[src/rtl/rob_commit_unit.sv]
// rob_commit_unit: small in-order reorder buffer that retires completed
// entries oldest-first. It is the write-side producer for the architectural
// register file. Results return out of order, tagged by entry. At most one
// entry retires per cycle, as a registered one-cycle write pulse.
module rob_commit_unit #(
    parameter int ROB_SIZE_WIDTH = 3
) (
    input  logic                      clk_in,
    input  logic                      rst_in,
    input  logic                      rdy_in,
    input  logic                      flush_pipline,
    input  logic                      alloc_valid,
    input  logic                      alloc_has_rd,
    input  logic [4:0]                alloc_rd_id,
    output logic [ROB_SIZE_WIDTH-1:0] alloc_tag,
    output logic                      rob_full,
    output logic                      rob_empty,
    input  logic                      wb_valid,
    input  logic [ROB_SIZE_WIDTH-1:0] wb_tag,
    input  logic [31:0]               wb_val,
    output logic                      is_writing_rd,
    output logic [4:0]                rd_reg_id,
    output logic [31:0]               rd_val,
    output logic                      commit_valid,
    output logic [ROB_SIZE_WIDTH-1:0] commit_tag
);

    localparam int                    N        = 1 << ROB_SIZE_WIDTH;
    localparam logic [ROB_SIZE_WIDTH:0]   FULL_CNT = (ROB_SIZE_WIDTH+1)'(N);
    localparam logic [ROB_SIZE_WIDTH:0]   CNT_ONE  = (ROB_SIZE_WIDTH+1)'(1);
    localparam logic [ROB_SIZE_WIDTH-1:0] PTR_ONE  = ROB_SIZE_WIDTH'(1);

    // Control state
    logic [ROB_SIZE_WIDTH-1:0] head_q, head_d;
    logic [ROB_SIZE_WIDTH-1:0] tail_q, tail_d;
    logic [ROB_SIZE_WIDTH:0]   count_q, count_d;
    logic [N-1:0]              valid_q, valid_d;
    logic [N-1:0]              ready_q, ready_d;

    // Per-entry payload (never needs reset: only read when the entry is valid)
    logic [N-1:0]              has_rd_q, has_rd_d;
    logic [4:0]                rd_id_q [N];
    logic [4:0]                rd_id_d [N];
    logic [31:0]               val_q   [N];
    logic [31:0]               val_d   [N];

    // Registered register-file write port and commit report
    logic                      is_writing_q, is_writing_d;
    logic [4:0]                rd_reg_id_q, rd_reg_id_d;
    logic [31:0]               rd_val_q, rd_val_d;
    logic                      commit_valid_q, commit_valid_d;
    logic [ROB_SIZE_WIDTH-1:0] commit_tag_q, commit_tag_d;

    logic alloc_fire;
    logic wb_fire;
    logic commit_fire;

    assign rob_full  = (count_q == FULL_CNT);
    assign rob_empty = (count_q == '0);
    assign alloc_tag = tail_q;

    // Full is judged on the count before this cycle's commit, so a slot freed
    // by a same-cycle commit is not reusable until the next cycle.
    assign alloc_fire  = alloc_valid && !rob_full;
    // A result aimed at the slot being allocated belongs to a stale entry.
    assign wb_fire     = wb_valid && valid_q[wb_tag] && !(alloc_fire && (wb_tag == tail_q));
    // Commit looks only at registered ready, so a wb to the head retires next cycle.
    assign commit_fire = valid_q[head_q] && ready_q[head_q];

    assign is_writing_rd = is_writing_q;
    assign rd_reg_id     = rd_reg_id_q;
    assign rd_val        = rd_val_q;
    assign commit_valid  = commit_valid_q;
    assign commit_tag    = commit_tag_q;

    // Next-state: freeze when not ready, flush wins, else alloc/wb/commit in parallel
    always_comb begin
        head_d         = head_q;
        tail_d         = tail_q;
        count_d        = count_q;
        valid_d        = valid_q;
        ready_d        = ready_q;
        has_rd_d       = has_rd_q;
        rd_id_d        = rd_id_q;
        val_d          = val_q;
        is_writing_d   = is_writing_q;
        rd_reg_id_d    = rd_reg_id_q;
        rd_val_d       = rd_val_q;
        commit_valid_d = commit_valid_q;
        commit_tag_d   = commit_tag_q;

        if (rdy_in) begin
            if (flush_pipline) begin
                valid_d        = '0;
                ready_d        = '0;
                head_d         = '0;
                tail_d         = '0;
                count_d        = '0;
                is_writing_d   = 1'b0;
                commit_valid_d = 1'b0;
            end else begin
                if (alloc_fire) begin
                    valid_d[tail_q]  = 1'b1;
                    ready_d[tail_q]  = 1'b0;
                    has_rd_d[tail_q] = alloc_has_rd;
                    rd_id_d[tail_q]  = alloc_rd_id;
                    tail_d           = tail_q + PTR_ONE;
                end

                if (wb_fire) begin
                    ready_d[wb_tag] = 1'b1;
                    val_d[wb_tag]   = wb_val;
                end

                if (commit_fire) begin
                    is_writing_d    = has_rd_q[head_q];
                    rd_reg_id_d     = rd_id_q[head_q];
                    rd_val_d        = val_q[head_q];
                    commit_valid_d  = 1'b1;
                    commit_tag_d    = head_q;
                    valid_d[head_q] = 1'b0;
                    head_d          = head_q + PTR_ONE;
                end else begin
                    is_writing_d   = 1'b0;
                    commit_valid_d = 1'b0;
                end

                case ({alloc_fire, commit_fire})
                    2'b10:   count_d = count_q + CNT_ONE;
                    2'b01:   count_d = count_q - CNT_ONE;
                    default: count_d = count_q;
                endcase
            end
        end
    end

    // Control and output registers, cleared by asynchronous reset
    always_ff @(posedge clk_in or posedge rst_in) begin
        if (rst_in) begin
            head_q         <= '0;
            tail_q         <= '0;
            count_q        <= '0;
            valid_q        <= '0;
            ready_q        <= '0;
            is_writing_q   <= 1'b0;
            rd_reg_id_q    <= '0;
            rd_val_q       <= '0;
            commit_valid_q <= 1'b0;
            commit_tag_q   <= '0;
        end else begin
            head_q         <= head_d;
            tail_q         <= tail_d;
            count_q        <= count_d;
            valid_q        <= valid_d;
            ready_q        <= ready_d;
            is_writing_q   <= is_writing_d;
            rd_reg_id_q    <= rd_reg_id_d;
            rd_val_q       <= rd_val_d;
            commit_valid_q <= commit_valid_d;
            commit_tag_q   <= commit_tag_d;
        end
    end

    // Entry payload storage
    always_ff @(posedge clk_in) begin
        has_rd_q <= has_rd_d;
        rd_id_q  <= rd_id_d;
        val_q    <= val_d;
    end

endmodule

[config.mk]
export PLATFORM = sky130hd
export DESIGN_NAME = rob_commit_unit
export DESIGN_NICKNAME = d
export VERILOG_FILES = /design/src/rtl/rob_commit_unit.sv
export SDC_FILE = /design/constraint.sdc
export NUM_CORES = 1
export LEC_CHECK = 0
export CELL_PAD_IN_SITES_DETAIL_PLACEMENT = 0
export CELL_PAD_IN_SITES_GLOBAL_PLACEMENT = 2
export CORE_MARGIN = 8
export CORE_UTILIZATION = 44
export CTS_BUF_LIST = sky130_fd_sc_hd__clkbuf_16
export DETAILED_ROUTE_END_ITERATION = 7
export PLACE_DENSITY = 0.8
export SLEW_MARGIN = 20
export SYNTH_ARGS = -nofsm -noshare
export SYNTH_HDL_FRONTEND = slang
export SYNTH_SLANG_ARGS = --single-unit
[constraint.sdc]
create_clock -name clk_in -period 5.7 [get_ports clk_in]
set_input_delay 0.855 -clock clk_in [delete_from_list [all_inputs] [get_ports clk_in]]
set_output_delay 0.855 -clock clk_in [all_outputs]
set_load 0.02 [all_outputs]
Word level (Yosys, flattened, before mapping) --
Cells that the tools add are included.
Storage, ports and cells: logic and storage cells 125, output and inout bits 47, bits in registers 372, input bits 47
Cells by class: eq/ne operators 4, bitwise operators 10, $add $sub $neg 4, muxes and demuxes 47, magnitude comparators 11, reduce and logical (&&, ||, !) cells 22
Operators by type and width (number):
- $bwmux 256 | 1
- $bmux 32 s3 | 1
- $demux 32 s3 | 1
- $mux 32 | 3
- $mux 8 | 10
- $bwmux 40 | 1
- $and 8x8->8 | 2
- $not 8->8 | 2
- $or 8x8->8 | 2
- $bmux 5 s3 | 1
- $demux 5 s3 | 1
- $mux 5 | 3
- $bmux 1 s3 | 4
- $ge 4x4->1 const B | 3
- $lt 3x4->1 const B | 3
- $mux 3 | 4
- $not 3->4 | 3
- $mux 1 | 11
- $logic_and 1x1->1 | 10
- $demux 1 s3 | 3
- $ge 3x1->1 const B | 3
- $reduce_and 3->1 | 3
- $bwmux 8 | 1
- $lt 4x1->1 const B | 2
- other kinds (15) | 20

Depth between registers and ports, before layout --
Gate-level depths: netlist (run 1).
word-level depth 12, depth in mapped cells 14

Least setup slack after synthesis (run 1) --
Ideal clock, no wire load.
path kind in2reg, start point input port flush_pipline, end point register val_q[100] in the netlist's numbering (enable), slack 1168 ps, library setup time 464 ps, stages 7, buffers on the path 2, data arrival time 4068 ps, cells stage by stage clkbuf_1 nor2b_1 clkbuf_1 nand2_1 a211oi_1 nand2_1 nor3_1
Between the ends: word-level cells in the longest chain between the ends 2
Ends and longest elaborated chain:
- start: declaration | line 11 | input logic flush_pipline,
- $not 1->1 (no source line)
- $reduce_and 3->1 (no source line)
- end signal: assignment | line 168 | val_q <= val_d;
- end: declaration | line 44 | logic [31:0] val_q [N];
No other way between the ends. A chain may end at the register's enable or synchronous reset.

Worst setup path after layout (run 1) --
start point input port rdy_in, end point register val_q[254] in the netlist's numbering (enable)
Between the ends: word-level cells in the longest chain between the ends 1
Ends and longest elaborated chain:
- start: declaration | line 10 | input logic rdy_in,
- $reduce_and 3->1 (no source line)
No other way between the ends.

==> qor.yml, run 1 <==
outcome:
  status: "finished clean"
power_and_ir_drop:
  p_seq_share_pct: 53.0
  power.density_nw_per_um2: 338
  p_leak_nw: 5.73
  netSwitchingPower_mw: 1.17
  peakVddDrop_v: 0.000196
  p_total_mw: 5.67
  comb_power_share_pct: 4.2
  swShare_pct: 20.6
  p_clk_share_pct: 42.7
  p_int_mw: 4.50
grt:
  grt_max_degree: 69
  grt_pass1_wl_um: 51200
  grt.total_usage_pct: 17.4
  antenna_found_initial: 0
  grt_pass1_vias: 8277
  grt-ovfl-total: 0
place:
  pre_cts_ws_ns: 1.74
  hpwlAfterDp_um: 18400
  place_congestion: 0.790
  numPlacedInstances: 1305
  placedInstanceArea_um2: 15500
  port-buffer-count: 93
floorplanning:
  die_w_um: 195
  ios: 94
  start_util_pct: 44.7
  core_area_um2: 31600
  die_h_um: 195
  dieArea_um2: 38000
  core.rowCount: 65
yosys:
  synth_top_family_by_area: "compound AO/OA/AOI/OAI gates"
  async_flop_share_pct: 18.3
  synth_nets: 899
  synth-seq-area-share_pct: 76.8
  synth_top_cell_area_share_pct: 64.7
  synth-edff-count: 304
  syn_inst: 848
  synth_compound_gate_area_share_pct: 15.0
  synthFlopType: "edfxtp_1"
  synth.avg_cell_area_um2: 16.6
  synth_top_cell_by_area: "edfxtp_1"
  synth_area_leaders: "edfxtp_1 (65%), dfrtp_1 (12%), a22o_1 (4.7%)"
  ys_types: 51
  synth_xor_area_share_pct: 0.248
  synth_adder_area_share_pct: 0.355
  ys_ff_latch: 372
  netlist_area_um2: 14100
  synthMuxAreaShare_pct: 1.46
  ys_warn_count: 0
  yosys.area_share.simple_pct: 3.90
sta:
  clock_skew_ns: 0.0125
  worstMarginPinSlew_ns: 1.05
  hold_viol: 0
  relSlewSlack_pct: 29.6
  fin_crit_sh_pct: 59.8
  finalSetupTns_ns: 0
  setup_violations: 0
  fmax_ghz: 0.293
  holdWs_ns: 0.477
  finalWorstSetupSlack_ns: 2.29
  rsz0062_at_grt: "false"
  drv_slew: 0
  finalWorstPathRequiredPeriod_ns: 3.41
clock_tree:
  cts_tree: "done"
  postCtsSetupRepairBufs: 0
  ctsHoldBuffers: 0
  htreeDepth: 2
  cts_buffers: 38
  clk-insertion-delay-late_ns: 0.53
  clockRootBuffer: "clkbuf_16"
  clk_pin_slew_worst_paths_ns: 0.06
  ctsResizeCount: 0
  clock_path_buffers: 3
  cts_sinks: 372
finish:
  syn_to_final_growth_pct: 18.9
  nets: 994
  final_util_pct: 53.1
  fillCellCount: 2543
  drive_gt1_share_pct: 10.7
  multiInputGateArea_um2: 3070
  final_area_um2: 16800
  diodes: 0
  fin_cells: 1375
  seq_area_um2: 10800
critical_path:
  startpoint_type: "input port"
  cp-end-kind: "register"
  required_ns: 5.85
  critPathKind: "input port to register"
  path_max_fanout: 33
  arrival_ns: 3.56
detailed_routing:
  drtIter0Drc: 501
  drc: 0
  first_pass_iters: 5
  ant_nets: 0
  vias_per_cell: 5.90
  dr_total_vias: 8107
  totalWireLength_um: 33300
  wire_per_inst_um: 24.2
job:
  maxCapViolCount: 0
min_path:
  min_path_type: "register to register"
==> final cells by class <==
class,instances,area share (%)
clock buffer,39,5.82
clock inverter,31,1.53
inverter,6,0.142
multi-input combinational,411,18.3
sequential,372,64.6
tap,402,3.00
timing repair buffer,114,6.59
==> critical path, cell delays in order <==
cell and delay, ns:
clkdlybuf4s50_1 0.46, buf_4 0.25, nor2b_1 0.52, nand2_1 0.11, a211oi_1 0.32, nand2b_1 0.31
nor3_2 0.19, buf_4 0.50
==> cells by family (layout without fill, tap and decap cells) <==
family	count (synthesis)	after routing
XOR/XNOR	4	4
multiplexers	15	15
buffers and inverters	65	190
flip-flops	372	372
AO/OA/AOI/OAI	266	266
adder cells (fa/ha/maj)	4	4
AND/OR/NAND/NOR	122	122
==> metal layers <==
layer | up-vias | GRT usage, % | part of all wire, %
met5 | - | 0 | 0
met1 | 4183 | 23.4 | 44
met4 | 0 | 4.41 | 1.8
li1 | 3646 | - | -
met2 | 232 | 28.7 | 48
met3 | 46 | 3.42 | 5.7
==> layout by cell type, fill, tap and decap left out, drive strengths merged, types with 2 or more instances in the layout <==
cell,instances
a21o,15
a21oi,18
a221oi,74
a22o,75
a31oi,43
a32o,2
and2,2
buf,21
bufinv,4
clkbuf,39
clkdlybuf4s50,93
clkinv,14
dfrtp,68
edfxtp,304
ha,4
inv,19
mux2,5
mux2i,6
mux4,4
nand2,16
nand2b,9
nand3,4
nor2,68
nor2b,5
nor3,12
o211ai,3
o21a,2
o21ai,20
o22ai,2
xor2,3
==> sequential cells by signal (all words and copies together) (netlist names), 3 cells and up <==
register,cells
rd_val,32
alloc_tag,3
commit_tag,3
val_q,256
rd_id_q,40
ready_q,8
head_q,3
count_q,4
has_rd_q,8
valid_q,8
rd_reg_id,5
==> power by group through the flow <==
| stage | Clock (mW) | Combinational (mW) | Sequential (mW) |
|---|---|---|---|
| finish | 2.42 | 0.240 | 3.01 |
| CTS | 2.48 | 0.243 | 3.01 |
| detailed placement | 0 | 0.241 | 3.06 |
| global route | 2.58 | 0.261 | 3.01 |
| floorplan | 0 | 0.103 | 3.07 |
| global placement | 0 | 0.239 | 3.06 |
==> synth_stat cells (3+ instances only) <==
master,instances
xor2_1,3
o21ai_0,20
nor3_1,12
a21oi_1,16
mux2i_1,6
buf_2,11
mux2_2,5
buf_6,6
a21o_1,15
nand3_1,4
clkbuf_1,39
a22o_1,75
ha_1,4
nand2_1,16
a31oi_1,43
mux4_2,4
nor2_1,68
edfxtp_1,304
dfrtp_1,68
nand2b_1,9
inv_1,6
a221oi_1,74
nor2b_1,5
==> worst paths after layout <==
kind                                            endpoint                   start  slack [ns]  cells after the start
worst max-delay path                val_q[254]$_DFFE_PP_                  rdy_in        2.29                      8
worst min-delay path              ready_q[3]$_DFFE_PP0P_  ready_q[3]$_DFFE_PP0P_        0.48                      1
worst max register to register    count_q[3]$_DFFE_PP0P_   head_q[2]$_DFFE_PP0P_        2.33                     10
worst min register to register    ready_q[3]$_DFFE_PP0P_  ready_q[3]$_DFFE_PP0P_        0.48                      1
max in group asynchronous         rd_val[29]$_DFFE_PP0P_                  rst_in        4.32                      3
min in group asynchronous       rd_reg_id[0]$_DFFE_PP0P_                  rst_in        0.80                      3
(Power assumes the default switching activity.)
==> inputs of run 2 (changes only) <==
--- a/config.mk
+++ b/config.mk
@@ -8,10 +8,10 @@
 export CELL_PAD_IN_SITES_DETAIL_PLACEMENT = 0
 export CELL_PAD_IN_SITES_GLOBAL_PLACEMENT = 2
 export CORE_MARGIN = 8
-export CORE_UTILIZATION = 44
+export CORE_UTILIZATION = 39
 export CTS_BUF_LIST = sky130_fd_sc_hd__clkbuf_16
 export DETAILED_ROUTE_END_ITERATION = 7
-export PLACE_DENSITY = 0.8
+export PLACE_DENSITY = 0.75
 export SLEW_MARGIN = 20
 export SYNTH_ARGS = -nofsm -noshare
 export SYNTH_HDL_FRONTEND = slang
==> constraint.sdc (replaced) <==
create_clock -name clk_in -period 2.9 [get_ports clk_in]
set_input_delay 0.435 -clock clk_in [delete_from_list [all_inputs] [get_ports clk_in]]
set_output_delay 0.435 -clock clk_in [all_outputs]
set_load 0.02 [all_outputs]
==> qor.yml, run 2 (synthesis results as in run 1) <==
finish:
  final_common_cell: "edfxtp_1"
  drive_gt1_share_pct: 14.4
  final_area_um2: 17400
  final_util_pct: 49.0
  nets: 1032
  syn_to_final_growth_pct: 23.5
  final_cell_mix: "edfxtp_1 (304), clkdlybuf4s50_1 (93), a22o_1 (75)"
  largest_register: "val_q"
  diodes: 0
  largest_register_ff_count: 256
  fillCellCount: 3040
sta:
  relSlewSlack_pct: 70.1
  fmax_ghz: 0.363
  worstMarginPinSlew_ns: 0.448
  setup_violations: 0
  fin_crit_sh_pct: 94.9
  finalWorstPathRequiredPeriod_ns: 2.75
  hold_viol: 0
  drv_slew: 0
  rsz0062_at_grt: "false"
  holdWs_ns: 0.131
  clock_skew_ns: 0.0191
clock_tree:
  cts_sinks: 372
  ctsResizeCount: 0
  clockRootBuffer: "clkbuf_16"
  postCtsSetupRepairBufs: 0
  clk-insertion-delay-late_ns: 0.54
  ctsHoldBuffers: 0
  cts_tree: "done"
  htreeDepth: 2
  clock_path_buffers: 3
  cts_buffers: 40
  clk_pin_slew_worst_paths_ns: 0.06
power_and_ir_drop:
  p_leak_nw: 5.99
  peakVddDrop_v: 0.000391
  power.density_nw_per_um2: 651
floorplanning:
  dieArea_um2: 42500
  die_h_um: 206
  core_area_um2: 35600
  core.rowCount: 69
  die_w_um: 206
  ios: 94
  start_util_pct: 39.6
grt:
  antenna_found_initial: 0
  grt_pass1_vias: 8489
  grt.total_usage_pct: 16.1
  grt_pass1_wl_um: 52500
  grt_max_degree: 61
  grt-ovfl-total: 0
critical_path:
  critPathKind: "register to register"
  arrival_ns: 3.18
  cp-end-kind: "register"
  startpoint_type: "register"
  required_ns: 3.33
  path_max_fanout: 6
place:
  port-buffer-count: 93
  hpwlAfterDp_um: 19900
  place_congestion: 0.768
  placedInstanceArea_um2: 16100
detailed_routing:
  totalWireLength_um: 34300
  vias_per_cell: 5.56
  drtIter0Drc: 460
  dr_total_vias: 8198
  wire_per_inst_um: 23.3
  first_pass_iters: 5
  drc: 0
  ant_nets: 0
min_path:
  min_path_type: "input port to async pin"
outcome:
  status: "finished clean"
job:
  maxCapViolCount: 0
## run 2: layout make-up
type	instances	area (um^2)	share of cell area, %
timing repair buffer	150	1600	9.17
sequential	372	10800	62.2
multi-input combinational	411	3090	17.7
tap	461	577	3.31
clock inverter	34	294	1.69
clock buffer	40	1000	5.75
inverter	6	23.8	0.137
## run 2: worst paths after layout
| check | depth (start not counted) | start | endpoint | slack (ns) |
|---|---|---|---|---|
| max reg2reg | 10 | head_q[2]$_DFFE_PP0P_ | count_q[3]$_DFFE_PP0P_ | 0.15 |
| min | 2 | rst_in | count_q[1]$_DFFE_PP0P_ | 0.13 |
| max | 10 | head_q[2]$_DFFE_PP0P_ | count_q[3]$_DFFE_PP0P_ | 0.15 |
| min in group clk_in | 1 | commit_valid$_DFFE_PP0P_ | commit_valid$_DFFE_PP0P_ | 0.48 |
| min reg2reg | 1 | commit_valid$_DFFE_PP0P_ | commit_valid$_DFFE_PP0P_ | 0.48 |
| max in group asynchronous | 3 | rst_in | rd_val[15]$_DFFE_PP0P_ | 2.13 |
## run 2: per-layer routing
layer / wire, um / track usage (%) / vias up
met2: 16400 / 26.4 / 200
met4: 522 / 3.60 / 0
met1: 15800 / 22.4 / 4212
met5: 0 / 0 / -
li1: - / - / 3746
met3: 1580 / 2.71 / 40
## run 2: critical path, cell delays in order, from the launching register on
cell       delay, ns
dfrtp_1         0.46
or3b_1          0.43
a21oi_4         0.24
o211ai_4        0.10
and2_1          0.17
nor2_1          0.15
ha_1            0.31
o21a_1          0.16
a2111oi_4       0.29
o31ai_1         0.10
a21bo_2         0.22
## run 2: through the flow
| step | total power, mW | setup WS [ns] | std cells | TNS (ns) |
|---|---|---|---|---|
| 6_report | 11.3 | 0.149 | 1474 | 0 |
| 5_1_grt | 11.7 | 0.000162 | 1474 | 0 |
| 4_1_cts | 11.4 | 0.141 | 1474 | 0 |
| 3_5_place_dp | 6.53 | 0.0290 | 1400 | 0 |
| 3_3_place_gp | 6.52 | 0.0600 | 1400 | 0 |
| 2_1_floorplan | 6.23 | -0.0303 | 848 | -2.27 |
## run 2: where the power goes
group | internal, mW | switching [mW] | total (mW)
Combinational | 0.223 | 0.283 | 0.506
Sequential | 5.84 | 0.0641 | 5.91
Clock | 2.82 | 2.11 | 4.92
Total | 8.88 | 2.45 | 11.3
==> inputs of run 3 (changes only) <==
==> config.mk (replaced) <==
export PLATFORM = sky130hd
export DESIGN_NAME = rob_commit_unit
export DESIGN_NICKNAME = d
export VERILOG_FILES = /design/src/rtl/rob_commit_unit.sv
export SDC_FILE = /design/constraint.sdc
export NUM_CORES = 1
export LEC_CHECK = 0
export CELL_PAD_IN_SITES_DETAIL_PLACEMENT = 1
export CELL_PAD_IN_SITES_GLOBAL_PLACEMENT = 1
export CORE_MARGIN = 8
export CORE_UTILIZATION = 30
export CTS_BUF_LIST = sky130_fd_sc_hd__clkbuf_16
export DETAILED_ROUTE_END_ITERATION = 7
export PLACE_DENSITY = 0.55
export SLEW_MARGIN = 20
export SYNTH_ARGS = -nofsm -noshare
export SYNTH_HDL_FRONTEND = slang
export SYNTH_SLANG_ARGS = --single-unit
export TNS_END_PERCENT = 10
==> qor.yml, run 3 (synthesis results as in run 1) <==
grt:
  grt.total_usage_pct: 14.6
  grt_pass1_vias: 9218
  grt_pass1_wl_um: 59900
  antenna_found_initial: 0
  grt_max_degree: 78
  grt-ovfl-total: 0
place:
  port-buffer-count: 93
  numPlacedInstances: 1559
  pre_cts_ws_ns: -0.377
  place_congestion: 0.776
  hpwlAfterDp_um: 24500
clock_tree:
  clk-insertion-delay-late_ns: 0.57
  clockRootBuffer: "clkbuf_16"
  htreeDepth: 2
  clk_pin_slew_worst_paths_ns: 0.06
  cts_sinks: 372
  cts_buffers: 41
  cts_tree: "done"
  clock_path_buffers: 3
  postCtsSetupRepairBufs: 0
  ctsHoldBuffers: 0
floorplanning:
  die_h_um: 233
  core.rowCount: 79
  die_w_um: 233
  dieArea_um2: 54200
  start_util_pct: 30.4
  ios: 94
  core_area_um2: 46500
power_and_ir_drop:
  power.density_nw_per_um2: 646
  p_total_mw: 11.5
  peakVddDrop_v: 0.000344
  p_leak_nw: 6.07
critical_path:
  arrival_ns: 3.26
  slowest_delay_ns: 0.46
  reg2reg_from: "head_q[2]$_DFFE_PP0P_"
  required_ns: 3.35
  cp_top_family: "compound AO/OA/AOI/OAI gates"
  critPathBufInv: 0
  cp-end-kind: "register"
  cp_cell_sequence: "or3b_1 > a21oi_4 > o211ai_4 > and2_1 > nor2_1 > ha_1 > o21a_1 > a2111oi_4 > o31ai_1 > a21bo_2"
  cp_slowest_cell: "dfrtp_2"
  path_max_fanout: 7
  worstSetupStartpoint: "head_q[2]$_DFFE_PP0P_"
  startpoint_type: "register"
  critPathKind: "register to register"
sta:
  rsz0062_at_grt: "true"
  worstMarginPinSlew_ns: 0.798
  relSlewSlack_pct: 46.7
  finalWorstPathRequiredPeriod_ns: 2.80
  fin_crit_sh_pct: 96.7
  hold_viol: 0
  finalWorstSetupSlack_ns: 0.0960
  setup_violations: 0
  fmax_ghz: 0.357
  drv_slew: 0
  clock_skew_ns: 0.0237
  finalSetupTns_ns: 0
finish:
  nets: 1046
  fillCellCount: 4653
  final_cell_mix: "edfxtp_1 (304), clkdlybuf4s50_1 (93), a22o_1 (75)"
  diodes: 0
  fin_cells: 1634
  syn_to_final_growth_pct: 25.8
  largest_register_ff_count: 256
  final_common_cell: "edfxtp_1"
  drive_gt1_share_pct: 15.6
  largest_register: "val_q"
detailed_routing:
  wire_per_inst_um: 24.2
  ant_nets: 0
  dr_total_vias: 8476
  drc: 0
  first_pass_iters: 4
  totalWireLength_um: 39600
  vias_per_cell: 5.19
  drtIter0Drc: 559
job:
  maxCapViolCount: 0
outcome:
  status: "finished clean"
min_path:
  min_path_type: "input port to async pin"
run 3: metrics by stage:
stage | cell area [um^2] | utilization (%) | hold WS (ns)
after floorplan | 14100 | - | 0.449
after global placement | 16400 | 35.3 | 0.463
after detailed placement | 16400 | 35.3 | 0.466
after CTS | 17700 | 38.2 | 0.340
after global routing | 17700 | 38.2 | 0.385
final | 17700 | 38.2 | 0.329
run 3: worst register-to-register path: stages, from the launching register on:
cell,delay [ns]
dfrtp_2,0.46
or3b_1,0.41
a21oi_4,0.22
o211ai_4,0.11
and2_1,0.18
nor2_1,0.18
ha_1,0.33
o21a_1,0.17
a2111oi_4,0.31
o31ai_1,0.11
a21bo_2,0.22
run 3: report_power, final:
part	total [mW]	switching, mW	leakage [nW]	internal (mW)
clock	5.02	2.11	0.675	2.90
combinational	0.552	0.316	1.77	0.236
sequential	5.90	0.0560	3.63	5.84
run 3: routing by layer:
metal | part of all wire [%] | GRT usage [%] | vias to the layer above
met3 | 4.0 | 2.89 | 58
met4 | 2.1 | 4.16 | 0
met1 | 46 | 19.4 | 4492
met2 | 48 | 24.0 | 172
li1 | - | - | 3754
met5 | 0 | 0 | -
run 3: final cells by class:
type                       count  area [um^2]  share of cell area (%)
clock buffer                  42         1050                    5.92
clock inverter                33          250                    1.41
inverter                       6         23.8                   0.134
multi-input combinational    411         3110                    17.5
sequential                   372        10800                    61.0
tap                          607          759                    4.28
timing repair buffer         163         1720                    9.69
run 3: path summary, 6_finish.rpt:
check	to	slack (ns)	cells after the start
max in group asynchronous	head_q[2]$_DFFE_PP0P_	1.97	3
worst max register to register	count_q[3]$_DFFE_PP0P_	0.1	10
worst min register to register	ready_q[4]$_DFFE_PP0P_	0.47	1
worst min-delay path	rd_val[29]$_DFFE_PP0P_	0.33	2
min in group clk_in	ready_q[4]$_DFFE_PP0P_	0.47	1
worst max-delay path	count_q[3]$_DFFE_PP0P_	0.1	10
run 3: what timing repair did:
item	CTS	global route
resized for setup	1	3
endpoints found under the hold margin	0	0
endpoints found under the setup margin	250	31
pin swaps	0	1
